`config.mk`:
```
export PLATFORM = sky130hd
export DESIGN_NAME = csr_unit_flat
export DESIGN_NICKNAME = d
export VERILOG_FILES = /design/src/rtl/csr_unit_if.sv /design/src/rtl/csr_unit.sv /design/src/flat_wrapper.sv
export SDC_FILE = /design/constraint.sdc
export NUM_CORES = 1
export LEC_CHECK = 0
export CELL_PAD_IN_SITES_DETAIL_PLACEMENT = 2
export CELL_PAD_IN_SITES_GLOBAL_PLACEMENT = 2
export CORE_MARGIN = 1
export CORE_UTILIZATION = 31
export DETAILED_ROUTE_END_ITERATION = 8
export GPL_ROUTABILITY_DRIVEN = 1
export GPL_TIMING_DRIVEN = 0
export PLACE_DENSITY_LB_ADDON = 0.25
export REMOVE_ABC_BUFFERS = 1
export SYNTH_ARGS = -nofsm -noshare
export SYNTH_HDL_FRONTEND = slang
export SYNTH_SLANG_ARGS = --single-unit
```
`constraint.sdc`:
```
create_clock -name clk -period 6.35 [get_ports clk]
set_clock_uncertainty 0.15 [all_clocks]
set_input_delay 1.905 -clock clk [delete_from_list [all_inputs] [get_ports clk]]
set_output_delay 1.905 -clock clk [all_outputs]
set_load 0.02 [all_outputs]
```
`src/rtl/csr_unit_if.sv`:
```
// csr_unit_if: CSR access bus between the core (master) and csr_unit (slave).
//   csr_rd      - read access this cycle
//   csr_wr_op   - 00 NOP, 01 RW, 10 RS (set), 11 RC (clear)
//   csr_addr    - 12-bit CSR address
//   csr_wdata   - write/set/clear operand
//   csr_rdata   - combinational read data (0 when not reading or unimplemented)
//   csr_illegal - combinational; unimplemented address or write to read-only space
// There is no handshake: an access is presented and completed in a single cycle.
// Reads return the pre-edge value. Writes commit at the next rising edge.
interface csr_unit_if;
  logic        csr_rd;
  logic [1:0]  csr_wr_op;
  logic [11:0] csr_addr;
  logic [31:0] csr_wdata;
  logic [31:0] csr_rdata;
  logic        csr_illegal;

  modport master (
    output csr_rd, csr_wr_op, csr_addr, csr_wdata,
    input  csr_rdata, csr_illegal
  );

  modport slave (
    input  csr_rd, csr_wr_op, csr_addr, csr_wdata,
    output csr_rdata, csr_illegal
  );
endinterface

```
`src/rtl/csr_unit.sv`:
```
// csr_unit: machine-mode CSR block.
//   Features: 64-bit-capable mcycle/minstret with inhibit, interrupt enable/pending,
//   prioritised interrupt request, trap entry / mret sequencing, trap vector generation.
// Ports:
//   clk, rst_n          - clock, asynchronous active-low reset
//   csr                 - CSR access bus (slave modport)
//   take_trap           - trap entry this cycle
//   trap_interrupt      - trap cause is an interrupt
//   trap_code           - trap cause code
//   trap_pc, trap_tval  - values captured into mepc / mtval
//   mret                - mret retiring this cycle
//   instret_inc         - one instruction retired this cycle
//   ext_irq, timer_irq, sw_irq - level interrupt sources
//   irq_req, irq_code   - registered interrupt request and cause code
//   trap_vector         - combinational trap target PC
//   mepc_out            - current mepc
module csr_unit #(
  parameter int          CNT_WIDTH   = 64,
  parameter logic [31:0] MTVEC_RESET = 32'h0000_0000,
  parameter logic [31:0] HARTID      = 32'd0,
  parameter bit          VECTORED_EN = 1'b1
) (
  input  logic              clk,
  input  logic              rst_n,
  csr_unit_if.slave         csr,
  input  logic              take_trap,
  input  logic              trap_interrupt,
  input  logic [30:0]       trap_code,
  input  logic [31:0]       trap_pc,
  input  logic [31:0]       trap_tval,
  input  logic              mret,
  input  logic              instret_inc,
  input  logic              ext_irq,
  input  logic              timer_irq,
  input  logic              sw_irq,
  output logic              irq_req,
  output logic [30:0]       irq_code,
  output logic [31:0]       trap_vector,
  output logic [31:0]       mepc_out
);

  localparam int HW = CNT_WIDTH - 32;

  localparam logic [11:0] A_MSTATUS  = 12'h300;
  localparam logic [11:0] A_MISA     = 12'h301;
  localparam logic [11:0] A_MIE      = 12'h304;
  localparam logic [11:0] A_MTVEC    = 12'h305;
  localparam logic [11:0] A_MCINH    = 12'h320;
  localparam logic [11:0] A_MSCRATCH = 12'h340;
  localparam logic [11:0] A_MEPC     = 12'h341;
  localparam logic [11:0] A_MCAUSE   = 12'h342;
  localparam logic [11:0] A_MTVAL    = 12'h343;
  localparam logic [11:0] A_MIP      = 12'h344;
  localparam logic [11:0] A_MCYCLE   = 12'hB00;
  localparam logic [11:0] A_MINSTRET = 12'hB02;
  localparam logic [11:0] A_MCYCLEH  = 12'hB80;
  localparam logic [11:0] A_MINSTRETH= 12'hB82;
  localparam logic [11:0] A_MVENDOR  = 12'hF11;
  localparam logic [11:0] A_MARCH    = 12'hF12;
  localparam logic [11:0] A_MIMP     = 12'hF13;
  localparam logic [11:0] A_MHARTID  = 12'hF14;

  // Architectural state
  logic                 st_mie, st_mpie;
  logic                 en_msi, en_mti, en_mei;
  logic                 ip_msi, ip_mti, ip_mei;
  logic [29:0]          mtvec_base;
  logic                 mtvec_mode;
  logic [31:0]          mscratch, mepc, mcause, mtval;
  logic [CNT_WIDTH-1:0] mcycle, minstret;
  logic                 inh_cy, inh_ir;

  // Access decode
  logic        impl, access, wr_any, illegal, we;
  logic [31:0] cur_val, wval;
  logic [63:0] mcycle_ext, minstret_ext;
  logic [CNT_WIDTH-1:0] mcycle_next, minstret_next;
  logic [31:0] cy_lo_step, ir_lo_step;
  logic        ir_step;

  assign mcycle_ext   = 64'(mcycle);
  assign minstret_ext = 64'(minstret);

  // Current value of the addressed CSR, independent of csr_rd; also the
  // "old" operand for RS/RC.
  always_comb begin
    impl    = 1'b1;
    cur_val = 32'd0;
    case (csr.csr_addr)
      A_MSTATUS:   cur_val = {19'd0, 2'b11, 3'd0, st_mpie, 3'd0, st_mie, 3'd0};
      A_MISA:      cur_val = 32'h4000_0100;
      A_MIE:       cur_val = {20'd0, en_mei, 3'd0, en_mti, 3'd0, en_msi, 3'd0};
      A_MIP:       cur_val = {20'd0, ip_mei, 3'd0, ip_mti, 3'd0, ip_msi, 3'd0};
      A_MTVEC:     cur_val = {mtvec_base, 1'b0, mtvec_mode};
      A_MCINH:     cur_val = {29'd0, inh_ir, 1'b0, inh_cy};
      A_MSCRATCH:  cur_val = mscratch;
      A_MEPC:      cur_val = mepc;
      A_MCAUSE:    cur_val = mcause;
      A_MTVAL:     cur_val = mtval;
      A_MCYCLE:    cur_val = mcycle_ext[31:0];
      A_MCYCLEH:   cur_val = mcycle_ext[63:32];
      A_MINSTRET:  cur_val = minstret_ext[31:0];
      A_MINSTRETH: cur_val = minstret_ext[63:32];
      A_MVENDOR, A_MARCH, A_MIMP: cur_val = 32'd0;
      A_MHARTID:   cur_val = HARTID;
      default:     impl = 1'b0;
    endcase
  end

  always_comb begin
    case (csr.csr_wr_op)
      2'b01:   wval = csr.csr_wdata;
      2'b10:   wval = cur_val | csr.csr_wdata;
      2'b11:   wval = cur_val & ~csr.csr_wdata;
      default: wval = cur_val;
    endcase
  end

  assign wr_any  = (csr.csr_wr_op != 2'b00);
  assign access  = csr.csr_rd | wr_any;
  assign illegal = (access & ~impl) | (wr_any & (csr.csr_addr[11:10] == 2'b11));
  // Trap and mret outrank a CSR write in the same cycle.
  assign we      = wr_any & ~illegal & ~take_trap & ~mret;

  assign csr.csr_rdata   = (csr.csr_rd & impl) ? cur_val : 32'd0;
  assign csr.csr_illegal = illegal;

  // Counters: a low-half write replaces the low word and suppresses the
  // increment; a high-half write replaces the high part while the low word
  // still steps (its carry is discarded).
  assign cy_lo_step = mcycle[31:0] + {31'd0, ~inh_cy};
  assign ir_step    = instret_inc & ~inh_ir;
  assign ir_lo_step = minstret[31:0] + {31'd0, ir_step};

  always_comb begin
    mcycle_next = inh_cy ? mcycle : mcycle + 1'b1;
    if (we && csr.csr_addr == A_MCYCLE)
      mcycle_next = {mcycle[CNT_WIDTH-1:32], wval};
    else if (we && csr.csr_addr == A_MCYCLEH)
      mcycle_next = {wval[HW-1:0], cy_lo_step};
  end

  always_comb begin
    minstret_next = ir_step ? minstret + 1'b1 : minstret;
    if (we && csr.csr_addr == A_MINSTRET)
      minstret_next = {minstret[CNT_WIDTH-1:32], wval};
    else if (we && csr.csr_addr == A_MINSTRETH)
      minstret_next = {wval[HW-1:0], ir_lo_step};
  end

  // Vectored mode only offsets interrupts; exceptions always go to BASE.
  assign trap_vector = {mtvec_base, 2'b00} +
                       ((mtvec_mode & trap_interrupt) ? {trap_code[29:0], 2'b00} : 32'd0);
  assign mepc_out    = mepc;

  always_ff @(posedge clk or negedge rst_n) begin
    if (!rst_n) begin
      st_mie     <= 1'b0;
      st_mpie    <= 1'b0;
      en_msi     <= 1'b0;
      en_mti     <= 1'b0;
      en_mei     <= 1'b0;
      ip_msi     <= 1'b0;
      ip_mti     <= 1'b0;
      ip_mei     <= 1'b0;
      mtvec_base <= MTVEC_RESET[31:2];
      mtvec_mode <= VECTORED_EN && (MTVEC_RESET[1:0] == 2'b01);
      mscratch   <= 32'd0;
      mepc       <= 32'd0;
      mcause     <= 32'd0;
      mtval      <= 32'd0;
      mcycle     <= '0;
      minstret   <= '0;
      inh_cy     <= 1'b0;
      inh_ir     <= 1'b0;
      irq_req    <= 1'b0;
      irq_code   <= 31'd0;
    end else begin
      ip_msi   <= sw_irq;
      ip_mti   <= timer_irq;
      ip_mei   <= ext_irq;
      irq_req  <= st_mie & ((ip_mei & en_mei) | (ip_msi & en_msi) | (ip_mti & en_mti));
      if (ip_mei & en_mei)      irq_code <= 31'd11;
      else if (ip_msi & en_msi) irq_code <= 31'd3;
      else if (ip_mti & en_mti) irq_code <= 31'd7;
      else                      irq_code <= 31'd0;

      mcycle   <= mcycle_next;
      minstret <= minstret_next;

      if (take_trap) begin
        mepc    <= trap_pc & ~32'd3;
        mcause  <= {trap_interrupt, trap_code};
        mtval   <= trap_tval;
        st_mpie <= st_mie;
        st_mie  <= 1'b0;
      end else if (mret) begin
        st_mie  <= st_mpie;
        st_mpie <= 1'b1;
      end else if (we) begin
        case (csr.csr_addr)
          A_MSTATUS: begin
            st_mie  <= wval[3];
            st_mpie <= wval[7];
          end
          A_MIE: begin
            en_msi <= wval[3];
            en_mti <= wval[7];
            en_mei <= wval[11];
          end
          A_MTVEC: begin
            mtvec_base <= wval[31:2];
            mtvec_mode <= VECTORED_EN && (wval[1:0] == 2'b01);
          end
          A_MCINH: begin
            inh_cy <= wval[0];
            inh_ir <= wval[2];
          end
          A_MSCRATCH: mscratch <= wval;
          A_MEPC:     mepc     <= wval & ~32'd3;
          A_MCAUSE:   mcause   <= wval;
          A_MTVAL:    mtval    <= wval;
          default: ;
        endcase
      end
    end
  end

endmodule

```
`src/flat_wrapper.sv`:
```
// flat-port wrapper written by rule: the top's interface ports become plain ports
module csr_unit_flat 
#(
  parameter int          CNT_WIDTH   = 64,
  parameter logic [31:0] MTVEC_RESET = 32'h0000_0000,
  parameter logic [31:0] HARTID      = 32'd0,
  parameter bit          VECTORED_EN = 1'b1
)
  (clk, rst_n, take_trap, trap_interrupt, trap_code, trap_pc, trap_tval, mret, instret_inc, ext_irq, timer_irq, sw_irq, irq_req, irq_code, trap_vector, mepc_out, csr_csr_rd, csr_csr_wr_op, csr_csr_addr, csr_csr_wdata, csr_csr_rdata, csr_csr_illegal);
  csr_unit_if csr_i ();
  input  logic clk;
  input  logic rst_n;
  input  logic take_trap;
  input  logic trap_interrupt;
  input  logic [30:0] trap_code;
  input  logic [31:0] trap_pc;
  input  logic [31:0] trap_tval;
  input  logic mret;
  input  logic instret_inc;
  input  logic ext_irq;
  input  logic timer_irq;
  input  logic sw_irq;
  output logic irq_req;
  output logic [30:0] irq_code;
  output logic [31:0] trap_vector;
  output logic [31:0] mepc_out;
  input wire logic [$bits(csr_i.csr_rd)-1:0] csr_csr_rd;
  input wire logic [$bits(csr_i.csr_wr_op)-1:0] csr_csr_wr_op;
  input wire logic [$bits(csr_i.csr_addr)-1:0] csr_csr_addr;
  input wire logic [$bits(csr_i.csr_wdata)-1:0] csr_csr_wdata;
  output wire logic [$bits(csr_i.csr_rdata)-1:0] csr_csr_rdata;
  output wire logic [$bits(csr_i.csr_illegal)-1:0] csr_csr_illegal;
  assign csr_i.csr_rd = csr_csr_rd;
  assign csr_i.csr_wr_op = csr_csr_wr_op;
  assign csr_i.csr_addr = csr_csr_addr;
  assign csr_i.csr_wdata = csr_csr_wdata;
  assign csr_csr_rdata = csr_i.csr_rdata;
  assign csr_csr_illegal = csr_i.csr_illegal;
  csr_unit #(.CNT_WIDTH(CNT_WIDTH), .MTVEC_RESET(MTVEC_RESET), .HARTID(HARTID), .VECTORED_EN(VECTORED_EN)) u_core (.clk(clk), .rst_n(rst_n), .csr(csr_i), .take_trap(take_trap), .trap_interrupt(trap_interrupt), .trap_code(trap_code), .trap_pc(trap_pc), .trap_tval(trap_tval), .mret(mret), .instret_inc(instret_inc), .ext_irq(ext_irq), .timer_irq(timer_irq), .sw_irq(sw_irq), .irq_req(irq_req), .irq_code(irq_code), .trap_vector(trap_vector), .mepc_out(mepc_out));
endmodule
```
# Yosys cells after proc, flatten, opt, wreduce, memory -nomap -nowiden
# Index checks and enable logic that the tools add are counted.
# word_totals
register_bits	329
input_bits	151
out_inout_bits	129
elab_cells	138
# classes
add_sub_neg	5
mux	34
bitwise	27
eq_ne	26
n_reduce_logical	24
# ops
op	n
$mux 32	16
$pmux 32 s14	1
$mux 64	4
$add 64x1->64 const B	2
$eq 12x10->1 const B	10
$eq 12x12->1 const B	8
$pmux 32 s3	1
$add 32x1->32	2
$mux 31	2
$add 32x32->32	1
$and 32x32->32	1
$not 32->32	1
$or 32x32->32	1
$reduce_or 18->1	1
$reduce_and 4->1	4
$and 1x1->1	12
$reduce_bool 2->1	6
$mux 1	9
$reduce_and 3->1	3
$reduce_bool 3->1	3
$not 1->1	8
$eq 2x2->1 const B	3
$reduce_and 2->1	3
$eq 2x1->1 const B	2
5 further kinds	12

# Logic depth before layout (Yosys ltp)
# Gate-level depths: netlist of the first run.
# logic_depth
depth_word	13
mapped_depth	12
depth_no_buf	11

# Least setup slack after synthesis of the first run
# Ideal clock, no wire load.
# synth_path
path_kind	input port to output port
startpoint	in trap_interrupt
endpoint	out trap_vector[31]
n_path_buf	2
path_stages	11
slack_ns	-0.799
arrival_time_ns	5.094
t_required_ns	4.295
cell_sequence	clkbuf_1 and3_1 ha_1 clkbuf_1 and4_1 a31oi_1 a41oi_1 a31o_2 o41a_1 mux2i_1 a2111oi_0
# synth_via
elab_chain_len	3
# synth_lines
element	line	text
start, declared	flat_wrapper.sv:14	input logic trap_interrupt;
$and 1x1->1	csr_unit.sv:153	((mtvec_mode & trap_interrupt) ? {trap_code[29:0], 2'b00} : 32'd0);
$mux 32	csr_unit.sv:153	
$add 32x32->32	csr_unit.sv:152	assign trap_vector = {mtvec_base, 2'b00} +
end, declared	flat_wrapper.sv:25	output logic [31:0] trap_vector;
# No other way between the ends.

# Final worst setup path of the first run
# layout_path
startpoint	in trap_interrupt
endpoint	out trap_vector[30]
# The elaborated chain is that of the path after synthesis.

==> results of run 1 <==
## worst min-delay path, stage by stage (launching register included)
cell and delay [ns]:
dfrtp_1 0.34, nand2_1 0.05, o21ai_1 0.06
## power by group through the flow
stage	Clock, mW	Sequential (mW)	Combinational, mW
6_report	2.28	2.17	0.786
5_1_grt	2.36	2.17	0.833
4_1_cts	2.29	2.16	0.765
3_5_place_dp	0	2.19	0.737
3_3_place_gp	0	2.18	0.690
2_1_floorplan	0	2.14	0.311
## final cells by class
cell class	count	area, um^2	share of cell area
antenna	2	5.005	0.0001834
clock buffer	59	1194	0.04375
clock inverter	8	68.82	0.002522
inverter	40	150.1	0.005503
multi-input combinational	1857	13260	0.4858
sequential	299	7483	0.2743
tap	855	1070	0.03921
timing repair buffer	412	4059	0.1488
## cell usage after synthesis (20+ instances only)
library cell,n,area [um^2]
buf_4,34,255.2
nor3b_1,50,375.4
inv_1,39,146.4
o21ai_1,50,250.2
a22oi_1,42,315.3
nand3_1,94,470.5
dfrtp_1,299,7482
nor2_1,130,488.0
nand4_1,41,256.5
a221oi_1,49,429.2
clkbuf_1,108,405.4
ha_1,35,437.9
and3b_1,26,227.7
nor4_1,22,137.6
a22o_1,35,306.5
o21ai_0,191,955.9
xor2_1,44,385.4
a21oi_1,197,986.0
xnor2_1,43,376.6
nor3_1,43,215.2
buf_2,42,210.2
nand2_1,243,912.1
and4_1,20,175.2
mux2i_1,42,420.4
and3_1,75,469.2
a31oi_1,32,200.2
## repair_timing
action | 4_1_cts | 5_1_grt
resized for setup | 482 | 97
pin swaps | 85 | 31
endpoints found under the setup margin | 118 | 59
setup buffers | 115 | 11
cloned | 5 | 0
## placed cells by master, fill, tap and decap left out, types with 25 or more instances in the layout
cell type / instances
and3b_1: 26
a221oi_2: 36
and3_1: 54
nor2_1: 120
buf_4: 135
xor2_1: 44
o21ai_1: 50
o21ai_0: 180
nand2_1: 238
nor3b_1: 50
conb_1: 31
mux2i_1: 41
xnor2_1: 42
a22o_1: 35
clkdlybuf4s50_1: 151
inv_1: 38
a21oi_1: 183
dfrtp_1: 298
nand4_1: 41
a221oi_1: 25
a22oi_1: 41
clkbuf_16: 41
a31oi_1: 27
nand3_1: 89
nor3_1: 38
## state kept, by name, summed over array words and instances (netlist names), 3 cells and up
signal / flops
u_core.irq_code: 3
u_core.mcause: 32
u_core.mcycle: 64
u_core.mepc_out: 30
u_core.minstret: 64
u_core.mscratch: 32
u_core.mtval: 32
u_core.mtvec_base: 30
## routing by layer
metal	track usage	vias up	share of wire
met3	0.04407	196	0.056
met5	0	-	0.00051
met1	0.4132	11790	0.42
met2	0.5479	781	0.49
li1	-	9446	-
met4	0.1271	4	0.037
## through the flow
step / worst slack (ns) / std cells / area [um^2]
final: -0.3827 / 3532 / 27290
after global routing: -0.4245 / 3530 / 27280
after CTS: -0.3545 / 3520 / 27190
after detailed placement: -3.283 / 3337 / 23760
after global placement: -12.91 / 3294 / 23020
after floorplan: -2.153 / 2193 / 19490
## logic make-up (layout without fill, tap and decap cells)
kind of cell | after synthesis | in the layout | share of synthesized area
AO/OA/AOI/OAI | 803 | 803 | 0.2641
adder cells (fa/ha/maj) | 36 | 36 | 0.02255
buffers and inverters | 234 | 519 | 0.05323
XOR/XNOR | 87 | 87 | 0.03752
multiplexers | 51 | 51 | 0.02581
other | 1 | 33 | 0.0001846
flip-flops | 299 | 299 | 0.3684
AND/OR/NAND/NOR | 846 | 849 | 0.2282
## worst paths after layout
| path | slack, ns | to | depth (start not counted) | start |
|---|---|---|---|---|
| setup / recovery | -0.38 | trap_vector[30] | 14 | trap_interrupt |
| hold / removal | 0.34 | u_core.mscratch[30] | 2 | u_core.mscratch[30] |
| setup reg to reg | 2.39 | u_core.minstret[56] | 8 | u_core.minstret[12] |
| hold reg to reg | 0.34 | u_core.mscratch[30] | 2 | u_core.mscratch[30] |
| max in group asynchronous | 3.20 | u_core.mtval[18] | 4 | rst_n |
| min in group asynchronous | 1.11 | u_core.mepc_out[5] | 1 | rst_n |
==> results.toml, run 1 <==
[pwr]
p_per_area_nw_per_um2 = 191.6
p_comb_frac = 0.150
power_mw = 5.229
p_seq_frac = 0.414
swShare = 0.3035
clkPwrFrac = 0.435
leakage_nw = 11.44
peakVddDrop_mv = 0.1412
p_switching_mw = 1.587
power.internal_mw = 3.642

[logic_synthesis]
synth_seq_area_share = 0.3684
syn_inst = 2357
synth_area_per_cell_um2 = 8.617
synth_cell_types = 99
synth-seq-cells = 299
synth_area_um2 = 20310
synth-async-reset-ratio = 1.000
synth_edf_count = 0
yosysWarnings = 0
synth_top_flop_cell = "dfrtp_1"

[routing]
route.detailed.drc = 0
drt-vias-per-instance = 6.291
drtAntennaViolNets = 0
drt_iter0_drc = 1749
dr.pass1.iters = 5
wirelength_um = 109700
wire_per_inst_um = 31.05
vias = 22220

[timing]
period_share = 1.060
setup_ws_ns = -0.3827
hold_viol_final = 0
finalSetupViolCount = 10
slew_violations = 18
finalSetupTns_ns = -1.741
hold_ws_ns = 0.3448
fin_crit_ns = 6.733
worstMarginPinSlew_ns = 1.516
maxSlewHeadroom = -0.01052
fmax_mhz = 148.5
grt_setup_unrepaired = "true"

[grt]
grt_pass1_wl_um = 161300
grt_usage = 0.3227
grt_overflow_total = 0
antenna_found_initial = 6
grt_pass1_vias = 23720
grt_max_degree = 122

[worst_setup_path]
arrival_ns = 4.68
cp_slowest_cell = "a311oi_4"
path_buf_inv = 3
path_common_cell = "buf_4"
cp-start-kind = "input pin"
crit_family = "compound AO/OA/AOI/OAI gates"
crit_chain = "buf_16, and3_4, ha_4, fa_2, a21oi_4, nand4b_1, a311oi_4, a2111oi_4, buf_4, o21ai_4, a31o_2, a21oi_2, xnor2_1, buf_4"
crit_path_max_fanout = 8
max_stage_delay_ns = 0.58
endpoint_kind = "output pin"
required_ns = 4.30
crit_type = "in -> out"

[hold_path]
hp-class = "reg -> reg"

[cts]
htree_num_levels = 2
clockBufferDepth = 3
cts_inserted_buffers = 39
clk_transition_reported_paths_ns = 0.06
cts_tree = "done"
cts-root-buf = "clkbuf_16"
insertion_delay_ns = 0.57
cts.sinks = 299
postCtsHoldBufs = 0

[layout]
final_layout_size_suffix_gt1_frac = 0.2037
fill_cells = 6884
post-route-util = 0.4225
area_growth_pct = 34.35
final_nets = 2836

[die]
ios = 280
dieArea_um2 = 66540
die_h_um = 258.0
die_x_um = 258.0
rows = 93
initial_core_util = 0.3145
core_um2 = 64580

[placement]
io_buffer_count = 246
hpwl_um = 74940
gp_congestion = 0.8991

[run]
maxCapViolCount = 0

[outcome]
violations = "slew limit, setup timing"
run_status = "finished, violations left"
Note: power is estimated with default switching activity, not from simulation.
==> run 2, diff against run 1 <==
--- a/config.mk
+++ b/config.mk
@@ -9,6 +9,7 @@
 export CELL_PAD_IN_SITES_GLOBAL_PLACEMENT = 2
 export CORE_MARGIN = 1
 export CORE_UTILIZATION = 31
+export CTS_BUF_LIST = sky130_fd_sc_hd__clkbuf_2
 export DETAILED_ROUTE_END_ITERATION = 8
 export GPL_ROUTABILITY_DRIVEN = 1
 export GPL_TIMING_DRIVEN = 0
==> run 2 against run 1 <==
The run ends with setup timing left. Register-to-register slack got worse by 0.04 ns. Hold slack gained 0.0027 ns. First-iteration DRC count up 6.5%. Critical path type unchanged. Critical endpoint is now trap_vector[31].
==> results.toml, run 2 (synthesis results as in run 1) <==
[cts]
cts.sinks = 299
cts_tree = "done"
htree_num_levels = 3
insertion_delay_ns = 1.15
cts_inserted_buffers = 88
clk_transition_reported_paths_ns = 0.10
cts-root-buf = "clkbuf_2"
clockBufferDepth = 3

[placement]
placed_area_um2 = 23760
pre_cts_ws_ns = -3.283
gp_congestion = 0.8991
io_buffer_count = 246
hpwl_um = 74940

[grt]
grt_max_degree = 122
antenna_found_initial = 4
grt_pass1_wl_um = 161300
grt_usage = 0.3241
grt_pass1_vias = 23890
grt_overflow_total = 0

[timing]
hold_ws_ns = 0.3475
worstMarginPinSlew_ns = 1.496
fin_crit_ns = 6.813
finalSetupTns_ns = -1.670
slew_violations = 0
maxSlewHeadroom = 0.002866
period_share = 1.073
setup_ws_ns = -0.4627
grt_setup_unrepaired = "true"
hold_viol_final = 0
fmax_mhz = 146.8
finalSetupViolCount = 11

[worst_setup_path]
arrival_ns = 4.76
cp_slowest_cell = "o41a_1"
max_stage_delay_ns = 0.36
crit_type = "in -> out"
endpoint_kind = "output pin"
required_ns = 4.30
crit_path_max_fanout = 8
rr_startpoint = "u_core.mcycle[8]"
crit_chain = "buf_16, and3_4, ha_4, buf_4, a21oi_2, o21ai_1, a22oi_2, a41oi_4, a31o_4, o41a_1, mux2i_1, a2111oi_2, buf_2"
cp-start-kind = "input pin"
cp-startpoint = "trap_interrupt"

[hold_path]
hp-start = "u_core.mscratch[4]"
hp-class = "reg -> reg"

[layout]
final_layout_size_suffix_gt1_frac = 0.2256
area_growth_pct = 32.97
final_common_cell = "dfrtp_1"
final_cell_mix = "dfrtp_1, nand2_1, a21oi_1, o21ai_0, buf_4"
design_area_um2 = 27000
reg_top3 = "u_core.mcycle x64, u_core.minstret x64"
final_nets = 2912
fill_cells = 7038

[die]
initial_core_util = 0.3145
die_h_um = 258.0
core_um2 = 64580
dieArea_um2 = 66540
die_x_um = 258.0
rows = 93
ios = 280

[pwr]
p_per_area_nw_per_um2 = 166.7
leakage_nw = 11.62
peakVddDrop_mv = 0.1091

[routing]
drt_iter0_drc = 1862
dr.pass1.iters = 8
route.detailed.drc = 0
vias = 22710
drt-vias-per-instance = 6.227
drtAntennaViolNets = 0
wirelength_um = 111000
wire_per_inst_um = 30.45

[outcome]
violations = "setup timing"
run_status = "finished, violations left"

[run]
maxCapViolCount = 0
==> run 2: cell type report <==
type / instances / area, um^2 / area share
clock inverter: 27 / 130.1 / 0.004819
antenna: 3 / 7.507 / 0.0002780
multi-input combinational: 1859 / 13220 / 0.4896
timing repair buffer: 437 / 4308 / 0.1595
sequential: 299 / 7486 / 0.2772
tap: 855 / 1070 / 0.03961
clock buffer: 126 / 630.6 / 0.02335
inverter: 40 / 150.1 / 0.005560
==> run 2: through the flow <==
step                  util  power (mW)  instances
finish              0.4182       4.502       3646
global route        0.4181       4.671       3645
CTS                 0.4124       4.504       3610
detailed placement  0.3679       2.923       3337
global placement    0.3565       2.870       3294
floorplan                -       2.449       2193
==> run 2: worst paths after layout <==
check,endpoint,slack (ns),depth (start not counted)
worst max-delay path,trap_vector[31],-0.46,13
worst min-delay path,u_core.mscratch[4],0.35,2
worst max register to register,u_core.mcycle[56],2.35,8
worst min register to register,u_core.mscratch[4],0.35,2
max in group asynchronous,u_core.mtval[22],3.77,4
min in group asynchronous,u_core.mtval[14],0.56,1
==> run 2: power by group <==
| group | leakage (nW) | switching, mW | internal (mW) |
|---|---|---|---|
| Clock | 0.588 | 0.982 | 0.569 |
| Sequential | 3.91 | 0.162 | 2.00 |
| Combinational | 7.12 | 0.483 | 0.303 |
==> run 2: per-layer routing <==
layer	up-vias	global-route usage	wire [um]
met5	-	0	13
met4	2	0.1389	4402
met3	224	0.04751	6946
met2	917	0.5480	53950
met1	11910	0.4105	45700
li1	9649	-	-
==> run 2: timing repair <==
item,CTS,global route
endpoints found under the setup margin,63,51
gates resized for setup,440,122
pin swaps,81,57
hold buffers,0,0
cloned,7,0
setup buffers,117,32
==> run 2: worst max-delay path: cells and delay by family <==
kind / cells / cell delay (ns)
compound gates: 7 / 1.75
fa+ha+maj: 1 / 0.26
mux: 1 / 0.18
buf+inv: 3 / 0.49
simple gates: 1 / 0.16
==> run 3, diff against run 2 <==
--- a/config.mk
+++ b/config.mk
@@ -5,6 +5,7 @@
 export SDC_FILE = /design/constraint.sdc
 export NUM_CORES = 1
 export LEC_CHECK = 0
+export CAP_MARGIN = 20
 export CELL_PAD_IN_SITES_DETAIL_PLACEMENT = 2
 export CELL_PAD_IN_SITES_GLOBAL_PLACEMENT = 2
 export CORE_MARGIN = 1
@@ -14,7 +15,6 @@
 export GPL_ROUTABILITY_DRIVEN = 1
 export GPL_TIMING_DRIVEN = 0
 export PLACE_DENSITY_LB_ADDON = 0.25
-export REMOVE_ABC_BUFFERS = 1
 export SYNTH_ARGS = -nofsm -noshare
 export SYNTH_HDL_FRONTEND = slang
 export SYNTH_SLANG_ARGS = --single-unit
==> run 3 against run 2 <==
The flow still finishes with violations (setup timing). Via count is 6.9% higher. Cell area rose by 2.6%. Setup slack better by 0.047 ns. Critical path depth is 1 lower. Non-clock buffer count grew 107. Critical path type unchanged. Largest power group unchanged.
==> results.toml, run 3 (synthesis results as in run 1) <==
[outcome]
run_status = "finished, violations left"
violations = "setup timing"

[cts]
cts-root-buf = "clkbuf_2"
postCtsHoldBufs = 0
htree_num_levels = 3
insertion_delay_ns = 1.25
cts_tree = "done"
cts_inserted_buffers = 91
clk_transition_reported_paths_ns = 0.10
cts.sinks = 299
clockBufferDepth = 3

[pwr]
clkPwrFrac = 0.359
power.internal_mw = 3.039
p_seq_frac = 0.450
p_per_area_nw_per_um2 = 174.7
leakage_nw = 11.80
peakVddDrop_mv = 0.1103
p_comb_frac = 0.192
swShare = 0.3725
p_switching_mw = 1.804

[worst_setup_path]
endpoint_kind = "output pin"
ff2ff_path_depth = 8
required_ns = 4.30
r2r-end = "u_core.mcycle[52]"
path_buf_inv = 2
crit_path_max_fanout = 5
cp-start-kind = "input pin"
rr_startpoint = "u_core.mcycle[8]"
rrSetupSlack_ns = 2.42
max_stage_delay_ns = 0.36
arrival_ns = 4.71
crit_family = "compound AO/OA/AOI/OAI gates"
crit_type = "in -> out"
crit_chain = "dlygate4sd2_1, and3_1, ha_2, nand3_1, nand2_1, a31oi_4, a41oi_2, a31o_2, o41a_1, mux2i_2, a2111oi_4, buf_4"
cp_slowest_cell = "o41a_1"

[layout]
reg_top3 = "u_core.mcycle x64, u_core.minstret x64"
area_growth_pct = 36.45
final_cell_mix = "dfrtp_1, nand2_1, a21oi_1, o21ai_0, clkdlybuf4s50_1"
final_nets = 3017
final_common_cell = "dfrtp_1"
final_layout_size_suffix_gt1_frac = 0.2353
design_area_um2 = 27710
instances_no_fill = 3758
fill_cells = 7024

[timing]
worstMarginPinSlew_ns = 1.280
maxSlewHeadroom = 0.1469
hold_ws_ns = 0.3491
fin_crit_ns = 6.766
finalSetupViolCount = 12
slew_violations = 0
setup_ws_ns = -0.4156
fmax_mhz = 147.8
period_share = 1.065
grt_setup_unrepaired = "true"
hold_viol_final = 0

[placement]
dp_cells = 3519
io_buffer_count = 240
gp_congestion = 0.9646
pre_cts_ws_ns = -1.973
hpwl_um = 97660
placed_area_um2 = 24820

[die]
initial_core_util = 0.3145
rows = 93
die_h_um = 258.0
ios = 280
core_um2 = 64580
die_x_um = 258.0
dieArea_um2 = 66540

[routing]
drtAntennaViolNets = 0
wire_per_inst_um = 34.90
drt-vias-per-instance = 6.458
vias = 24270
wirelength_um = 131100
route.detailed.drc = 0
dr.pass1.iters = 6
drt_iter0_drc = 2584

[run]
maxCapViolCount = 0

[hold_path]
min_to = "u_core.mscratch[0]"
hp-start = "u_core.mscratch[0]"
hp-class = "reg -> reg"
min_path_cells = 2

[grt]
grt_max_degree = 115
grt_overflow_total = 0
antenna_found_initial = 9
grt_pass1_vias = 25260
grt_pass1_wl_um = 184000
grt_usage = 0.3817
## run 3: layout make-up
cell class,instances,area [um^2],share of cell area
Multi-Input combinational cell,1854,13660,0.4929
Sequential cell,299,7482,0.2700
Timing Repair Buffer,354,3329,0.1201
Buffer,190,1150,0.04149
Tap cell,855,1070,0.03860
Clock buffer,139,695.7,0.02510
Clock inverter,22,162.7,0.005869
Inverter,40,150.1,0.005418
Antenna cell,5,12.51,0.0004515
## run 3: worst max path at each step
stage                   startpoint         endpoint  depth (start not counted)
floorplan           trap_interrupt  trap_vector[31]                         10
global placement             rst_n    u_core.ip_mti                          1
detailed placement  trap_interrupt  trap_vector[31]                         13
CTS                 trap_interrupt  trap_vector[31]                         13
global route          trap_code[6]  trap_vector[31]                         12
finish                trap_code[7]  trap_vector[31]                         12
## run 3: worst min-delay path, delay by kind of cell, from the launching register on
family          cells  cell delay (ns)
simple gates        1             0.05
flops               1             0.36
compound gates      1             0.06
## run 3: metrics by stage
stage	total power [mW]	setup TNS [ns]	util
after global placement	2.973	-3545.89	0.3734
after CTS	4.778	-1.364	0.4223
after global routing	4.974	-3.130	0.4290
after detailed placement	3.063	-94.61	0.3842
after floorplan	2.500	-0.01317	-
final	4.842	-2.247	0.4291
## run 3: what timing repair did
item,4_1_cts,5_1_grt
setup buffers,55,21
pin swaps,74,41
cloned,1,0
resized for setup,529,103
endpoints found under the hold margin,0,0
endpoints found under the setup margin,60,53
## run 3: layer usage
metal  vias up  routed length [um]  GRT usage
met3       410               10900    0.07872
met1     12620               50830     0.4744
met2      1382               60280     0.6069
li1       9852                   -          -
met4         6                9096     0.2347
met5         -                  34          0
## run 3: power by group through the flow
stage	clock, mW	sequential (mW)	combinational [mW]
after global routing	1.84	2.18	0.957
after global placement	0	2.19	0.784
after detailed placement	0	2.19	0.870
after floorplan	0	2.13	0.367
final	1.74	2.18	0.927
after CTS	1.73	2.16	0.890
